===== src/rtl/rr_onehot_encoder.sv =====
// Round-robin selector over an 8-line request vector. The chosen line is
// presented as a registered one-hot grant plus its binary index, behind a valid/ready handshake.
module rr_onehot_encoder #(
    parameter int CNT_W = 16
) (
    input  logic             clk,
    input  logic             rst_n,
    input  logic [7:0]       req,
    input  logic             out_ready,
    output logic             out_valid,
    output logic [7:0]       grant,
    output logic [2:0]       idx,
    output logic [CNT_W-1:0] xfer_cnt
);

    localparam logic [0:0] IDLE = 1'b0;
    localparam logic [0:0] BUSY = 1'b1;

    logic [0:0] state;
    logic [2:0] ptr;
    logic [2:0] scan_base;
    logic [2:0] sel_idx;
    logic       xfer;

    // First set bit of r, scanning upward from p and wrapping modulo 8.
    function automatic logic [2:0] rr_sel(input logic [7:0] r, input logic [2:0] p);
        logic [2:0] s;
        logic [2:0] j;
        s = 3'd0;
        for (int i = 7; i >= 0; i--) begin
            j = p + 3'(i);
            if (r[j]) s = j;
        end
        return s;
    endfunction

    assign xfer      = (state == BUSY) && out_ready;
    // On a completing transfer the next pick must already see the advanced pointer.
    assign scan_base = xfer ? idx + 3'd1 : ptr;
    assign sel_idx   = rr_sel(req, scan_base);

    always_ff @(posedge clk or negedge rst_n) begin
        if (!rst_n) begin
            state     <= IDLE;
            ptr       <= 3'd0;
            out_valid <= 1'b0;
            grant     <= 8'h00;
            idx       <= 3'd0;
            xfer_cnt  <= '0;
        end else begin
            case (state)
                IDLE: begin
                    if (req != 8'h00) begin
                        grant     <= 8'd1 << sel_idx;
                        idx       <= sel_idx;
                        out_valid <= 1'b1;
                        state     <= BUSY;
                    end
                end
                BUSY: begin
                    // Grant is locked until the consumer takes it; req changes are ignored.
                    if (out_ready) begin
                        xfer_cnt <= xfer_cnt + CNT_W'(1);
                        ptr      <= idx + 3'd1;
                        if (req != 8'h00) begin
                            grant <= 8'd1 << sel_idx;
                            idx   <= sel_idx;
                        end else begin
                            grant     <= 8'h00;
                            idx       <= 3'd0;
                            out_valid <= 1'b0;
                            state     <= IDLE;
                        end
                    end
                end
                default: begin
                    state     <= IDLE;
                    out_valid <= 1'b0;
                    grant     <= 8'h00;
                    idx       <= 3'd0;
                end
            endcase
        end
    end

endmodule


===== config.mk =====
export PLATFORM = sky130hd
export DESIGN_NAME = rr_onehot_encoder
export DESIGN_NICKNAME = d
export VERILOG_FILES = /design/src/rtl/rr_onehot_encoder.sv
export SDC_FILE = /design/constraint.sdc
export NUM_CORES = 1
export LEC_CHECK = 0
export CORE_ASPECT_RATIO = 1.4
export CORE_MARGIN = 2
export CORE_UTILIZATION = 48
export DETAILED_ROUTE_END_ITERATION = 6
export PLACE_DENSITY = 0.76
export SLEW_MARGIN = 20
export SYNTH_ARGS = -nofsm -noshare
export SYNTH_HDL_FRONTEND = slang
export SYNTH_SLANG_ARGS = --single-unit

===== constraint.sdc =====
create_clock -name clk -period 3.6 [get_ports clk]
set_input_delay 0.54 -clock clk [delete_from_list [all_inputs] [get_ports clk]]
set_output_delay 0.54 -clock clk [all_outputs]
set_load 0.02 [all_outputs]

**After elaboration in Yosys (flattened, before gate mapping)**

Index checks and enable logic that the tools add are counted.

- Bits in latches: 0
- Memory bits (read-only): 0
- Memory bits (writable): 0
- Logic and storage cells: 73
- Output and inout port bits: 28
- Flip-flop bits (word level): 32
- Memories kept: 0

- Bitwise gates (word level): 1
- Shifts and indexed selects: 1
- Multiplexer cells: 40
- $mul: 0
- Reduce and logical (&&, ||, !) cells: 5
- Div/mod/pow operators: 0
- Equal/unequal tests: 3
- Order comparisons: 8
- Add/sub/neg operators: 9

Operator list:

| operator | count |
|---|---|
| $mux 3 | 12 |
| $lt 3x4->1 const B | 8 |
| $bmux 1 s3 | 8 |
| $mux 8 | 3 |
| $add 16x1->16 const B | 1 |
| $pmux 8 s2 | 1 |
| $mux 1 | 13 |
| $add 3x3->3 const B | 4 |
| $reduce_bool 8->1 | 1 |
| $shl 1x3->8 const A | 1 |
| $add 3x1->3 const B | 2 |
| $add 3x2->3 const B | 2 |
| $ne 2x2->1 const B | 3 |
| $pmux 3 s2 | 1 |
| $pmux 1 s2 | 2 |
| $reduce_and 2->1 | 2 |
| $reduce_and 3->1 | 1 |
| $logic_and 1x1->1 | 1 |
| $not 1->1 | 1 |

**Logic depth before layout (Yosys ltp)**

- Depth after elaboration: 17
- Mapped depth: 17
- Depth with buffers taken out: 13

**Worst setup path after synthesis**

Ideal clock, no wire load.

- Kind: input-to-reg
- From: input out_ready
- To: register grant[1]
- Cell stages on the path: 15
- Path buffers: 4
- Arrival time: 3.534 ns
- Slack: -0.012 ns
- Library setup time: 0.078 ns
- Data required time: 3.522 ns
- Cell sequence: buf_4 and2_1 buf_6 mux2i_1 inv_1 clkbuf_1 ha_1 buf_1 mux4_2 a21oi_1 a31oi_1 a21o_1 nand2_1 or3b_1 o21ai_1

- Longest elaborated chain between the ends: 17

Ends and longest elaborated chain:

| element | RTL line | RTL |
|---|---|---|
| start, declared | 9 | `input logic out_ready,` |
| $logic_and 1x1->1 | 37 | `assign xfer = (state == BUSY) && out_ready;` |
| $mux 3 | 39 | `assign scan_base = xfer ? idx + 3'd1 : ptr;` |
| $add 3x3->3 | 31 | `j = p + 3'(i);` |
| $bmux 1 s3 | 32 | `if (r[j]) s = j;` |
| $mux 1 (implied by the code) | 32 |  |
| $mux 3 (8 in a row) | 32 |  |
| $shl 1x3->8 | 54, 66 |  |
| $mux 8 | 65 | `if (req != 8'h00) begin` |
| $mux 8 | 62 | `if (out_ready) begin` |
| $pmux 8 s2 | 51 | `case (state)` |
| end signal, assigned | 54 | `grant <= 8'd1 << sel_idx;` |
| end signal, assigned | 66 | `grant <= 8'd1 << sel_idx;` |
| end, declared | 11 | `output logic [7:0] grant,` |

Parallel ways exist; a longest one is shown, timed or not. The select of a mux whose other input is x is not followed.
A chain may end at the register's enable or synchronous reset.

**Final worst setup path**

- From: input out_ready
- To: register grant[6]

Same word-level chain as after synthesis.

==> flow_summary.ini <==
[synthesis]
synth.avg_cell_area_sq_um = 9.10
synth-main-ff-cell = dfrtp_1
syn_nets = 272
async_flop_share_pct = 100
yosysSeqAreaShare_pct = 34.1
yosys_warnings = 0
synth_compound_area_share_pct = 20.0
syn-instance-count = 258
synth_xor_area_share_pct = 9.32
synth-simple-area-share_pct = 22.4
synth_top_family_by_area = simple AND/OR/NAND/NOR gates
synth-edff-count = 0
ys_types = 58
netlist_area_sq_mm = 0.00235
ys_ff_latch = 32
synth_fa_ha_area_share_pct = 1.60
synthMuxAreaShare_pct = 8.58

[place]
dp_slack_ps = -186
port-buffer-count = 38
hpwl_um = 5030
place.gp.congestion = 0.988

[clock_network]
htreeDepth = 2
clk_pin_slew_ps = 60
cts_tree = done
cts_buffers = 5
cts_root_buf = clkbuf_8
clock_path_buffers = 2
clk_latency_ps = 280
cts_sinks = 32

[final_layout]
diodes = 0
final_nets = 342
layout-drive-gt1-share_pct = 20.4
fillers = 423
fin_util_pct = 65.7
syn2layout_area_growth_pct = 33.4

[global_routing]
antenna_found_initial = 0
grt_max_degree = 33
grt-ovfl-total = 0
globalRouteTotalUtil_pct = 25.4
grt_pass1_wl_um = 11000
grt_pass1_vias = 2363

[critical_path]
worstPathMaxFanout = 8
cp.required_ps = 3800
r2r_cells = 11
path_class = in2reg
rr_startpoint = idx[1]
cp_num_buf_inv = 4
cpPeakStageDelay_ps = 470
reg2reg_to = grant[6]
worstSetupEndpointType = flop
r2r_setup_slack_ps = 220
crit_chain = clkdlybuf4s50_1, buf_4, a21bo_1, buf_4, nand3_1, and3_1, or3b_4, a221oi_2, nand3_1, a311oi_2, buf_4, or3b_1, o21ai_1
critPathCapture = grant[6]
crit_cells = 13
crit_slowest_cell = clkdlybuf4s50_1
critical_path.top_delay_family = simple AND/OR/NAND/NOR gates
startpoint = out_ready
crit_path_start_kind = primary input
worstPathArrival_ps = 3630
crit_path_frequent_cell = buf_4

[power]
cellPowerDensity_mw_per_mm2 = 1080
ir_worst_vdd_uv = 495
cellLeakagePower_nw = 1.34

[timing]
worst_pin_slew_ps = 688
finalClockSkew_ps = 2.80
slew_viol_final = 0
fin_ws_ps = 172
min_period_ps = 3430
timing.fmax_mhz = 292
finalCritPeriodShare_pct = 95.2
setup_viol = 0
slew_headroom_pct = 53.7
hold_viol = 0
rsz0062_at_grt = no
timing.setup.tns_ps = 0

[floorplan]
die_w_um = 63.1
core_area_sq_mm = 0.00477
chipHeight_um = 86.8
io_pins = 39
fp.dieArea_sq_mm = 0.00548
num_rows = 30
start_util_pct = 49.3

[drt]
num_vias = 2326
antenna_left = 0
drc = 0
totalWireLength_um = 6380
drtIter0Drc = 117
avgRoutedWirePerCell_um = 16.2
first_pass_iters = 4
viasPerCell = 5.92

[worst_hold_path]
worstHoldStart = xfer_cnt[15]
hold_class = reg2reg

[job]
cap_violations = 0

[outcome]
status = finished clean
-- final cells by class --
class	instances	area, sq um	area share, %
multi-input cells	210	1490	47.4
clock inverters	2	10.0	0.320
repair buffers	75	658	21.0
inverters	4	15.0	0.479
clock buffers	6	82.6	2.64
flip-flops and latches	32	801	25.6
well taps	64	80.1	2.56
-- layout by cell type (no fill, tap or decap), drive strengths merged, types with 5 or more instances in the layout --
master,n
clkdlybuf4s50,38
buf,37
dfrtp,32
nand2,31
o21ai,20
nand3,19
xnor2,17
mux2i,13
nor2,11
a21oi,10
a211oi,10
and2,7
and3,7
nand4,6
clkbuf,6
xor2,5
-- state kept, by name (all words and copies together) (netlist names) --
signal / flops
xfer_cnt: 16
ptr: 3
out_valid: 1
idx: 3
grant: 8
state: 1
-- where the power goes --
group	internal [mW]	switching [mW]	leakage [nW]
sequential	0.454	0.0938	0.411
clock	0.152	0.129	0.0510
combinational	1.21	1.33	0.873
total	1.82	1.55	1.34
-- repair_timing --
action / 4_1_cts / 5_1_grt
gates resized for setup: 0 / 7
hold buffers: 0 / 0
buffers inserted: 0 / 1
setup endpoints to repair: 0 / 4
-- cells in the mapped netlist, types with 4 or more instances --
master     n  share of area (%)
buf_4      4                1.3
nand3_1   19                4.0
nor3_1     4               0.85
and3_1     7                1.9
o21ai_0   13                2.8
and2_1     7                1.9
mux2_2     4                1.9
xnor2_1   15                5.6
nand4_1    6                1.6
a211oi_1  10                3.2
o21ai_1    7                1.5
nand2b_1   4                1.1
nor2_1    11                1.8
nand2_1   29                4.6
xor2_1     5                1.9
a21oi_1   10                2.1
dfrtp_1   32                 34
mux2i_1   12                5.1
-- per-stage QoR --
stage	total power [mW]	hold WS, ps	instance area, sq um	cells
floorplan	2.11	244	2350	258
global placement	2.90	464	3000	384
detailed placement	2.96	462	3000	384
CTS	3.25	474	3090	392
global route	3.63	486	3130	393
finish	3.37	468	3130	393
-- cells by family (layout without fill, tap and decap cells) --
| kind of cell | Yosys count | in the layout |
|---|---|---|
| adders and majority gates | 3 | 3 |
| buffers and inverters | 16 | 87 |
| AOI/OAI and AO/OA | 66 | 66 |
| DFF | 32 | 32 |
| and+or+nand+nor | 101 | 101 |
| muxes | 18 | 18 |
| xor gates and xnor gates | 22 | 22 |
-- worst register-to-register path, stage by stage, from the launching register on --
cell      delay [ps]
dfrtp_1          410
ha_1             380
and2b_1          230
xnor2_1          150
mux2i_2          290
or3b_4           460
a221oi_2         310
nand3_1          130
a311oi_2         270
buf_4            170
or3b_1           360
o21ai_1          150
-- worst min path at each step --
stage / end / slack (ps) / cells after the start
floorplan: grant[0] / 240 / 0
global placement: xfer_cnt[15] / 460 / 1
detailed placement: xfer_cnt[15] / 460 / 1
CTS: xfer_cnt[15] / 470 / 1
global route: xfer_cnt[15] / 490 / 1
finish: xfer_cnt[15] / 470 / 1
-- metal layers --
layer | part of all wire, % | GRT usage (%) | vias up
met3 | 4.1 | 5.32 | 24
li1 | - | - | 1098
met1 | 38 | 26.4 | 1125
met5 | 0 | 0 | -
met4 | 5.1 | 15.4 | 0
met2 | 53 | 46.4 | 79
(Power assumes the default switching activity.)
